File: src/rtl/wb_mtimer_if.sv
// Wishbone pipelined bus bundle for the mtime/mtimecmp timer slave.
interface wb_mtimer_if;
    logic        cyc;
    logic        stb;
    logic        we;
    logic [3:0]  sel;
    logic [4:2]  adr;
    logic [31:0] dat_m;
    logic [31:0] dat_s;
    logic        ack;
    logic        err;
    logic        stall;

    modport master (output cyc, stb, we, sel, adr, dat_m, input  dat_s, ack, err, stall);
    modport slave  (input  cyc, stb, we, sel, adr, dat_m, output dat_s, ack, err, stall);
endinterface

File: src/rtl/wb_mtimer.sv
// RISC-V style 64-bit mtime/mtimecmp timer on a Wishbone slave port, level irq_timer.
// Optional WB_MTIMER_SNAPSHOT_EN: MTIME_LO reads latch mtime[63:32] for atomic hi reads.
module wb_mtimer #(
    parameter int unsigned PRESCALE = 100
) (
    input  logic          clk,
    input  logic          rst_n,
    wb_mtimer_if.slave    wb,
    output logic          irq_timer
);
    localparam logic [2:0]  A_MLO  = 3'd0;
    localparam logic [2:0]  A_MHI  = 3'd1;
    localparam logic [2:0]  A_CLO  = 3'd2;
    localparam logic [2:0]  A_CHI  = 3'd3;
    localparam logic [2:0]  A_CTRL = 3'd4;
    localparam logic [15:0] PS_MAX = 16'(PRESCALE - 1);

    logic [63:0] mtime_q, mtime_d;
    logic [63:0] cmp_q, cmp_d;
    logic        en_q, en_d;
    logic [15:0] ps_q, ps_d;
    logic        ack_q, err_q, irq_q;
    logic [31:0] dat_s_q, dat_s_d;
    logic [31:0] hi_rd;
    logic        req, bad, wr, rd, tick;

    function automatic logic [31:0] merge(input logic [31:0] old, input logic [31:0] nw,
                                          input logic [3:0] sel);
        logic [31:0] r;
        for (int b = 0; b < 4; b++)
            r[b*8 +: 8] = sel[b] ? nw[b*8 +: 8] : old[b*8 +: 8];
        return r;
    endfunction

    assign req  = wb.cyc & wb.stb;
    assign bad  = wb.adr > A_CTRL;
    assign wr   = req & wb.we & ~bad;
    assign rd   = req & ~wb.we & ~bad;
    assign tick = en_q && (ps_q == PS_MAX);

    always_comb begin
        ps_d = 16'd0;
        if (en_q && !tick)
            ps_d = ps_q + 16'd1;
    end

    // A bus write to either mtime half overrides the tick; the other half holds.
    always_comb begin
        mtime_d = mtime_q;
        if (wr && wb.adr == A_MLO)
            mtime_d[31:0] = merge(mtime_q[31:0], wb.dat_m, wb.sel);
        else if (wr && wb.adr == A_MHI)
            mtime_d[63:32] = merge(mtime_q[63:32], wb.dat_m, wb.sel);
        else if (tick)
            mtime_d = mtime_q + 64'd1;
    end

    always_comb begin
        cmp_d = cmp_q;
        en_d  = en_q;
        if (wr && wb.adr == A_CLO)  cmp_d[31:0]  = merge(cmp_q[31:0], wb.dat_m, wb.sel);
        if (wr && wb.adr == A_CHI)  cmp_d[63:32] = merge(cmp_q[63:32], wb.dat_m, wb.sel);
        if (wr && wb.adr == A_CTRL && wb.sel[0]) en_d = wb.dat_m[0];
    end

`ifdef WB_MTIMER_SNAPSHOT_EN
    logic [31:0] shadow_q, shadow_d;

    always_comb begin
        shadow_d = shadow_q;
        if (rd && wb.adr == A_MLO)
            shadow_d = mtime_q[63:32];
        else if (wr && wb.adr == A_MHI)
            shadow_d = merge(mtime_q[63:32], wb.dat_m, wb.sel);
    end

    always_ff @(posedge clk or negedge rst_n) begin
        if (!rst_n) shadow_q <= 32'd0;
        else        shadow_q <= shadow_d;
    end

    assign hi_rd = shadow_q;
`else
    assign hi_rd = mtime_q[63:32];
`endif

    always_comb begin
        dat_s_d = 32'd0;
        if (rd) begin
            case (wb.adr)
                A_MLO:   dat_s_d = mtime_q[31:0];
                A_MHI:   dat_s_d = hi_rd;
                A_CLO:   dat_s_d = cmp_q[31:0];
                A_CHI:   dat_s_d = cmp_q[63:32];
                A_CTRL:  dat_s_d = {31'd0, en_q};
                default: dat_s_d = 32'd0;
            endcase
        end
    end

    always_ff @(posedge clk or negedge rst_n) begin
        if (!rst_n) begin
            mtime_q <= 64'd0;
            cmp_q   <= '1;
            en_q    <= 1'b0;
            ps_q    <= 16'd0;
            ack_q   <= 1'b0;
            err_q   <= 1'b0;
            dat_s_q <= 32'd0;
            irq_q   <= 1'b0;
        end else begin
            mtime_q <= mtime_d;
            cmp_q   <= cmp_d;
            en_q    <= en_d;
            ps_q    <= ps_d;
            ack_q   <= req & ~bad;
            err_q   <= req & bad;
            dat_s_q <= dat_s_d;
            irq_q   <= en_q && (mtime_q >= cmp_q);
        end
    end

    assign wb.ack    = ack_q;
    assign wb.err    = err_q;
    assign wb.dat_s  = dat_s_q;
    assign wb.stall  = 1'b0;
    assign irq_timer = irq_q;
endmodule

File: src/flat_wrapper.sv
// flat-port wrapper written by rule: the top's interface ports become plain ports
module wb_mtimer_flat 
#(
    parameter int unsigned PRESCALE = 100
)
  (clk, rst_n, irq_timer, wb_cyc, wb_stb, wb_we, wb_sel, wb_adr, wb_dat_m, wb_dat_s, wb_ack, wb_err, wb_stall);
  wb_mtimer_if wb_i ();
  input  logic clk;
  input  logic rst_n;
  output logic irq_timer;
  input wire logic [$bits(wb_i.cyc)-1:0] wb_cyc;
  input wire logic [$bits(wb_i.stb)-1:0] wb_stb;
  input wire logic [$bits(wb_i.we)-1:0] wb_we;
  input wire logic [$bits(wb_i.sel)-1:0] wb_sel;
  input wire logic [$bits(wb_i.adr)-1:0] wb_adr;
  input wire logic [$bits(wb_i.dat_m)-1:0] wb_dat_m;
  output wire logic [$bits(wb_i.dat_s)-1:0] wb_dat_s;
  output wire logic [$bits(wb_i.ack)-1:0] wb_ack;
  output wire logic [$bits(wb_i.err)-1:0] wb_err;
  output wire logic [$bits(wb_i.stall)-1:0] wb_stall;
  assign wb_i.cyc = wb_cyc;
  assign wb_i.stb = wb_stb;
  assign wb_i.we = wb_we;
  assign wb_i.sel = wb_sel;
  assign wb_i.adr = wb_adr;
  assign wb_i.dat_m = wb_dat_m;
  assign wb_dat_s = wb_i.dat_s;
  assign wb_ack = wb_i.ack;
  assign wb_err = wb_i.err;
  assign wb_stall = wb_i.stall;
  wb_mtimer #(.PRESCALE(PRESCALE)) u_core (.clk(clk), .rst_n(rst_n), .wb(wb_i), .irq_timer(irq_timer));
endmodule
File: config.mk
export PLATFORM = sky130hd
export DESIGN_NAME = wb_mtimer_flat
export DESIGN_NICKNAME = d
export VERILOG_FILES = /design/src/rtl/wb_mtimer_if.sv /design/src/rtl/wb_mtimer.sv /design/src/flat_wrapper.sv
export SDC_FILE = /design/constraint.sdc
export NUM_CORES = 1
export LEC_CHECK = 0
export ABC_AREA = 0
export CORE_UTILIZATION = 35
export CTS_BUF_LIST = sky130_fd_sc_hd__clkbuf_4
export CTS_CLUSTER_DIAMETER = 30
export DETAILED_ROUTE_END_ITERATION = 7
export GPL_ROUTABILITY_DRIVEN = 0
export PLACE_DENSITY_LB_ADDON = 0.3
export SKIP_LAST_GASP = 1
export SLEW_MARGIN = 20
export SYNTH_ARGS = -nofsm -noshare
export SYNTH_HDL_FRONTEND = slang
export SYNTH_SLANG_ARGS = --single-unit
export TNS_END_PERCENT = 30
File: constraint.sdc
create_clock -name clk -period 2.25 [get_ports clk]
set_clock_uncertainty 0.15 [all_clocks]
set_input_delay 0.225 -clock clk [delete_from_list [all_inputs] [get_ports clk]]
set_output_delay 0.225 -clock clk [all_outputs]
set_load 0.005 [all_outputs]
* Yosys cells after proc, flatten, opt, wreduce, memory -nomap -nowiden *
Index checks and enable logic that the tools add are counted.

word-level totals
  register bits = 180
  input port bits = 44
  output and inout bits = 36
  logic and storage cells = 90

operators by class
  add/sub/neg operators = 2
  order comparisons = 2
  eq/ne operators = 14
  multiplexer cells = 11
  bitwise operators = 10
  reductions and logical operators = 29

operator list
  cell                     number
  $pmux W32 S5             1
  $mux W32                 4
  $add A64 B1 Y64 const B  1
  $ge A64 B64 Y1           1
  $mux W64                 1
  $mux W8                  4
  $reduce_and A3 Y1        8
  $add A16 B1 Y16 const B  1
  $eq A16 B7 Y1 const B    1
  $mux W16                 1
  $ne A2 B2 Y1 const B     8
  $reduce_and A2 Y1        8
  $logic_and A1 B1 Y1      9
  $and A1 B1 Y1            7
  $eq A3 B2 Y1 const B     2
  $reduce_bool A2 Y1       2
  $eq A3 B1 Y1 const B     1
  $eq A3 B3 Y1 const B     1
  $gt A3 B3 Y1 const B     1
  $logic_not A3 Y1         1
  $not A1 Y1               3
  $ne A2 B1 Y1 const B     1
  $logic_not A1 Y1         1

* Logic depth before layout (Yosys ltp) *
Gate-level depths: netlist of run 1.

  depth after elaboration = 6
  depth in mapped cells = 9
  mapped depth without buffers = 8

* Least setup slack after synthesis of run 1 *
No wires, ideal clock.

  path type = register to register
  start = register u_core.mtime_q[1]
  end = register u_core.mtime_q[52]
  setup time = 127 ps
  arrival = 1,917 ps
  data required time = 1,973 ps
  slack = 55 ps
  stages on the path, launching flop included = 8
  buffers on the path = 0
  period minus slack after synthesis = 2,195 ps
  path through = dfrtp_1 -> ha_1 -> and4_1 -> nand4_2 -> nor4_4 -> nand3_1 -> o31ai_1 -> a21oi_1

between the ends
  cells in the longest elaborated chain, start to end = 3

RTL lines
  item                    RTL line          text
  start, declared         wb_mtimer.sv:18   logic [63:0] mtime_q, mtime_d;
  start signal, assigned  wb_mtimer.sv:112  mtime_q <= mtime_d;
  $add A64 B1 Y64         wb_mtimer.sv:55   mtime_d = mtime_q + 64'd1;
  $mux W64                wb_mtimer.sv:54   else if (tick)
  $mux W32                wb_mtimer.sv:52   else if (wr && wb.adr == A_MHI)

No other way between the ends. The select of a mux whose other input is x is not followed.
A chain may end at the register's enable or synchronous reset.

* Worst setup path after layout of run 1 *
  start = register u_core.mtime_q[29]
  end = register u_core.irq_q (netlist: u_core.irq_timer)

between the ends
  cells in the longest elaborated chain, start to end = 2

RTL lines
  item                  RTL line          text
  $ge A64 B64 Y1        wb_mtimer.sv:119  irq_q <= en_q && (mtime_q >= cmp_q);
  $logic_and A1 B1 Y1   wb_mtimer.sv:119
  end signal, assigned  wb_mtimer.sv:119
  end, declared         wb_mtimer.sv:22   logic ack_q, err_q, irq_q;

No other way between the ends.

==> results of run 1 <==
-- layout make-up --
class	instances	area [um^2]	area share
Inverter	70	263	0.0173
Clock inverter	14	128	0.00840
Clock buffer	18	135	0.00889
Multi-Input combinational cell	878	6470	0.426
Timing Repair Buffer	374	3120	0.205
Antenna cell	1	2.50	0.000165
Tap cell	396	495	0.0326
Sequential cell	180	4590	0.302
-- flip-flops by register name, summed over array words and instances, names as in the netlist --
signal,flops
u_core.wb.ack,1
u_core.en_q,1
u_core.mtime_q,64
u_core.irq_timer,1
u_core.ps_q,16
u_core.wb.err,1
u_core.wb.dat_s,32
u_core.cmp_q,64
-- path summary, 6_finish.rpt --
check	slack (ns)	depth (start not counted)	end	startpoint
hold reg to reg	0.38	2	u_core.cmp_q[37]	u_core.cmp_q[37]
setup / recovery	-0.04	9	u_core.irq_timer	u_core.mtime_q[29]
hold / removal	0.03	3	u_core.mtime_q[40]	rst_n
max in group asynchronous	1.16	3	u_core.cmp_q[1]	rst_n
min in group clk	0.10	3	u_core.cmp_q[35]	wb_dat_m[3]
setup reg to reg	-0.04	9	u_core.irq_timer	u_core.mtime_q[29]
-- repair_timing --
action                                 in CTS  in global routing
endpoints found under the hold margin     180                  0
hold buffers                                4                  0
setup buffers                               6                 12
resized for setup                          49                 60
pin swaps                                  19                 35
setup endpoints to repair                  50                 42
-- power by group through the flow --
| stage | sequential, mW | clock [mW] | combinational (mW) |
|---|---|---|---|
| 2_1_floorplan | 3.69 | 0 | 0.609 |
| 3_3_place_gp | 3.68 | 0 | 1.33 |
| 3_5_place_dp | 3.68 | 0 | 1.36 |
| 4_1_cts | 3.63 | 1.91 | 1.44 |
| 5_1_grt | 3.66 | 2.04 | 1.66 |
| 6_report | 3.63 | 1.85 | 1.51 |
-- cells by family after synthesis --
logic type / after synthesis / synth area share
compound gates: 376 / 0.220
simple gates: 369 / 0.180
other cells: 1 / 0.000337
flops: 180 / 0.412
buf+inv: 135 / 0.0493
mux: 52 / 0.0524
fa+ha+maj: 66 / 0.0743
xor+xnor: 14 / 0.0110
-- metal layers --
metal,vias up,global-route usage
li1,5085,-
met1,5360,0.317
met2,339,0.369
met3,54,0.0364
met4,0,0.0769
met5,-,0
-- critical path, stage by stage, from the launching register on --
cell and delay (ns):
dfrtp_1 0.45, buf_4 0.16, ha_1 0.30, nand4_1 0.19, nor3_2 0.20, buf_4 0.15
nand2_2 0.10, a31oi_4 0.27, a2111oi_4 0.07, o211ai_1 0.17
-- metrics by stage --
stage	setup slack [ns]	power [mW]	hold WS (ns)
3_5_place_dp	-0.547	5.04	0.0137
3_3_place_gp	-0.508	5.01	0.00860
4_1_cts	-0.0124	6.97	0.0219
6_report	-0.0367	6.99	0.0347
2_1_floorplan	0.0554	4.29	-0.221
5_1_grt	-0.141	7.36	0.0269
-- placed cells by master (no fill, tap or decap), types with 10 or more instances in the layout --
cell type,Yosys,final
nor2_1,70,67
nand4_1,24,24
a21oi_1,118,109
a21oi_2,4,10
clkbuf_4,0,18
buf_4,6,280
o22ai_1,24,21
nand2_1,115,113
nor3_1,19,14
nand3_1,46,42
inv_1,70,68
and3_1,25,22
clkdlybuf4s50_1,0,77
o22a_1,20,20
mux2_2,49,49
a31oi_1,12,11
dfrtp_1,116,114
a22oi_1,64,64
ha_1,66,58
a2bb2oi_1,17,13
o21ai_0,52,44
a21o_1,13,12
dfstp_2,64,64
==> impl_metrics.env, run 1 <==
export IMPL_wirelength_mm=37.5
export IMPL_boundaryPins=80
export IMPL_max_slew_margin_rel=0.633
export IMPL_crit_path_start_kind="flop"
export IMPL_synthFlopType="dfrtp_1"
export IMPL_swShare=0.313
export IMPL_dieHeight_um=180
export IMPL_setup_violations_final=4
export IMPL_die_x_um=180
export IMPL_async_flop_share=1.00
export IMPL_powerDensity_nw_per_um2=460
export IMPL_clock_path_buffers=2
export IMPL_core_area_um2=30900
export IMPL_syn_num_nets=1303
export IMPL_cts_tree="yes"
export IMPL_grt_pass1_wl_mm=58.5
export IMPL_wire_per_inst_um=19.4
export IMPL_viasPerCell=5.61
export IMPL_top_layer="met4"
export IMPL_yosys_cell_count_top_type="a21oi_1"
export IMPL_final_setup_tns_ns=-0.105
export IMPL_dp_hpwl_mm=27.9
export IMPL_ctsHtreeMaxLevel=4
export IMPL_synth_cells=1193
export IMPL_ys_seq_area_frac=0.412
export IMPL_start_util=0.360
export IMPL_design_area_um2=15200
export IMPL_worstPathRequired_ns=2.66
export IMPL_drc=0
export IMPL_antenna_found_initial=1
export IMPL_end_kind="flop"
export IMPL_final_cells=1931
export IMPL_status="complete, but fails checks"
export IMPL_synth_warnings=0
export IMPL_maxCapViolations=0
export IMPL_pwr_share_seq=0.519
export IMPL_place_area_um2=14300
export IMPL_violations="setup timing"
export IMPL_post_route_util=0.492
export IMPL_slew_viol_final=0
export IMPL_met1Wirelength_mm=17.1
export IMPL_synth_distinct_cells=73
export IMPL_cts_buffers=17
export IMPL_track_usage=0.231
export IMPL_finalCritPeriodShare=1.02
export IMPL_root_buffer="clkbuf_4"
export IMPL_critPathMaxFanout=2
export IMPL_worstHoldPathType="input pin to async pin"
export IMPL_finalWorstSetupSlack_ns=-0.0367
export IMPL_synth_top_area_cell="dfrtp_1"
export IMPL_via_count=10800
export IMPL_netlist_area_um2=11100
export IMPL_clock_latency_ns=0.64
export IMPL_finalCriticalPeriod_ns=2.29
export IMPL_grt_pass1_vias=10600
export IMPL_internal_power_mw=4.81
export IMPL_syn2layout_area_growth_pct=36.7
export IMPL_synth_edf_count=0
export IMPL_yosys_area_top_type_share=0.261
export IMPL_wl_met2_mm=17.5
export IMPL_grt_max_degree=59
export IMPL_final_hold_violation_count=0
export IMPL_syn_area_per_cell_um2=9.32
export IMPL_drive_above_1_share=0.355
export IMPL_dpl_cell_count=1876
export IMPL_synth_top_cells_by_count="a21oi_1, dfrtp_1, nand2_1"
export IMPL_vdd_drop_max_v=0.000335
export IMPL_p_sw_mw=2.19
export IMPL_cp_arrival_ns=2.70
export IMPL_rsz0062_at_grt="yes"
export IMPL_worstMarginPinSlew_ns=0.550
export IMPL_grt_ovfl_total=0
export IMPL_total_leakage_power_nw=6.73
export IMPL_portBuffers=78
export IMPL_fmax_mhz=437
export IMPL_first_pass_iters=5
export IMPL_clockPowerShare=0.264
export IMPL_cts_sinks=180
export IMPL_clkTransAtPathRegs_ns=0.18
export IMPL_antenna_left=0
export IMPL_fillers=2919
export IMPL_die_area_um2=32500
export IMPL_worst_setup_path_type="flop to flop"
export IMPL_synthTopCellsByArea="dfrtp_1, dfstp_2, ha_1"
export IMPL_rows=64
export IMPL_ys_seq_elements=180
export IMPL_nNetsFinal=1631
export IMPL_wl_met3_mm=2.06
export IMPL_p_comb_frac=0.216
export IMPL_drt_iter0_markers=787
Note: power is estimated with default switching activity, not from simulation.
==> inputs of run 2 (changes only) <==
- CORE_ASPECT_RATIO: default -> 0.9
- GPL_ROUTABILITY_DRIVEN: 0 -> default
==> impl_metrics.env, run 2 (same netlist as run 1, synthesis figures left out) <==
export IMPL_status="complete, but fails checks"
export IMPL_violations="setup timing"
export IMPL_die_x_um=190
export IMPL_critPathMaxFanout=5
export IMPL_cts_sinks=180
export IMPL_drive_above_1_share=0.356
export IMPL_first_pass_iters=5
export IMPL_cp_arrival_ns=2.72
export IMPL_root_buffer="clkbuf_4"
export IMPL_antenna_found_initial=1
export IMPL_track_usage=0.238
export IMPL_vdd_drop_max_v=0.000453
export IMPL_gp_congestion=0.927
export IMPL_drc=0
export IMPL_drt_iter0_markers=857
export IMPL_finalWorstSetupSlack_ns=-0.106
export IMPL_grt_pass1_vias=10500
export IMPL_total_leakage_power_nw=6.77
export IMPL_multi_input_area_um2=6500
export IMPL_die_area_um2=32500
export IMPL_grt_pass1_wl_mm=59.3
export IMPL_antenna_left=0
export IMPL_clock_latency_ns=0.62
export IMPL_critPathLaunch="u_core.mtime_q[38]"
export IMPL_dieHeight_um=171
export IMPL_ctsHtreeMaxLevel=4
export IMPL_layout_commonest_cell="buf_4"
export IMPL_rsz0062_at_grt="yes"
export IMPL_via_count=10800
export IMPL_fmax_mhz=424
export IMPL_dp_hpwl_mm=28.2
export IMPL_top_usage_layer="met2"
export IMPL_worstHoldPathType="input pin to flop"
export IMPL_clkTransAtPathRegs_ns=0.17
export IMPL_portBuffers=78
export IMPL_start_util=0.358
export IMPL_worstPathRequired_ns=2.61
export IMPL_total_power_mw=7.15
export IMPL_finalCritPeriodShare=1.05
export IMPL_dpl_cell_count=1879
export IMPL_end_kind="flop"
export IMPL_wire_per_inst_um=19.8
export IMPL_syn2layout_area_growth_pct=37.7
export IMPL_viasPerCell=5.58
export IMPL_wirelength_mm=38.3
export IMPL_nNetsFinal=1621
export IMPL_min_delay_start="wb_dat_m[0]"
export IMPL_core_area_um2=31100
export IMPL_final_hold_violation_count=0
export IMPL_regArea_um2=4590
export IMPL_slew_viol_final=0
export IMPL_boundaryPins=80
export IMPL_use_met2=0.378
export IMPL_maxCapViolations=0
export IMPL_finalCriticalPeriod_ns=2.36
export IMPL_cts_tree="yes"
export IMPL_setup_violations_final=7
export IMPL_clock_path_buffers=2
export IMPL_grt_max_degree=54
export IMPL_met1_usage=0.333
export IMPL_final_cells=1934
export IMPL_cts_buffers=17
export IMPL_r2r_start="u_core.mtime_q[38]"
export IMPL_rows=61
export IMPL_gr_usage_met3=0.0427
export IMPL_final_setup_tns_ns=-0.200
export IMPL_grt_ovfl_total=0
export IMPL_crit_path_start_kind="flop"
export IMPL_most_common_layout_cells="buf_4, dfrtp_1, nand2_1, a21oi_1, clkdlybuf4s50_1"
export IMPL_powerDensity_nw_per_um2=467
export IMPL_worst_setup_path_type="flop to flop"
export IMPL_fillers=2908
## run 2: path summary, 6_finish.rpt
check	end	slack [ns]	cells after the start
worst max-delay path	u_core.mtime_q[59]	-0.11	7
worst min-delay path	u_core.cmp_q[32]	0.11	3
worst max register to register	u_core.mtime_q[59]	-0.11	7
worst min register to register	u_core.cmp_q[38]	0.37	2
max in group asynchronous	u_core.cmp_q[25]	1.37	3
min in group asynchronous	u_core.cmp_q[44]	0.15	2
## run 2: cell type report
| type | count | area share |
|---|---|---|
| Antenna cell | 1 | 0.000163 |
| Clock buffer | 18 | 0.00882 |
| Clock inverter | 14 | 0.0114 |
| Inverter | 70 | 0.0172 |
| Multi-Input combinational cell | 878 | 0.424 |
| Sequential cell | 180 | 0.300 |
| Tap cell | 409 | 0.0334 |
| Timing Repair Buffer | 364 | 0.205 |
## run 2: repair_timing
action,4_1_cts,5_1_grt
buffers inserted,7,13
pin swaps,18,37
hold buffers,2,0
setup endpoints to repair,63,62
endpoints found under the hold margin,144,0
resized for setup,38,90
## run 2: metrics by stage
stage / worst slack (ns) / hold WS [ns] / util / instance area, um^2
6_report: -0.106 / 0.115 / 0.493 / 15300
5_1_grt: -0.152 / 0.114 / 0.493 / 15300
4_1_cts: -0.0795 / 0.0961 / 0.478 / 14800
3_5_place_dp: -0.477 / 0.0494 / 0.460 / 14300
3_3_place_gp: -0.440 / 0.0422 / 0.460 / 14300
2_1_floorplan: 0.0554 / -0.221 / - / 11100
## run 2: worst max-delay path, stage by stage, from the launching register on
cell,delay [ns]
dfrtp_1,0.39
and4_1,0.35
and4_1,0.37
nand4_1,0.26
nor2_4,0.21
buf_4,0.15
a211oi_1,0.07
nor3_1,0.27
## run 2: power breakdown
| part | internal [mW] | switching [mW] |
|---|---|---|
| combinational | 0.703 | 0.771 |
| clock | 0.797 | 1.24 |
| sequential | 3.52 | 0.119 |
## run 2: metal layers
metal / up-vias / routed length (um)
met2: 314 / 17900
li1: 5080 / -
met1: 5359 / 17700
met3: 44 / 2190
met4: 0 / 608
met5: - / 0
==> inputs of run 3 (changes only) <==
- CAP_MARGIN: default -> 30
==> results of run 3 <==
Same layout as run 2: the final DEF is identical, and so are final timing and power.
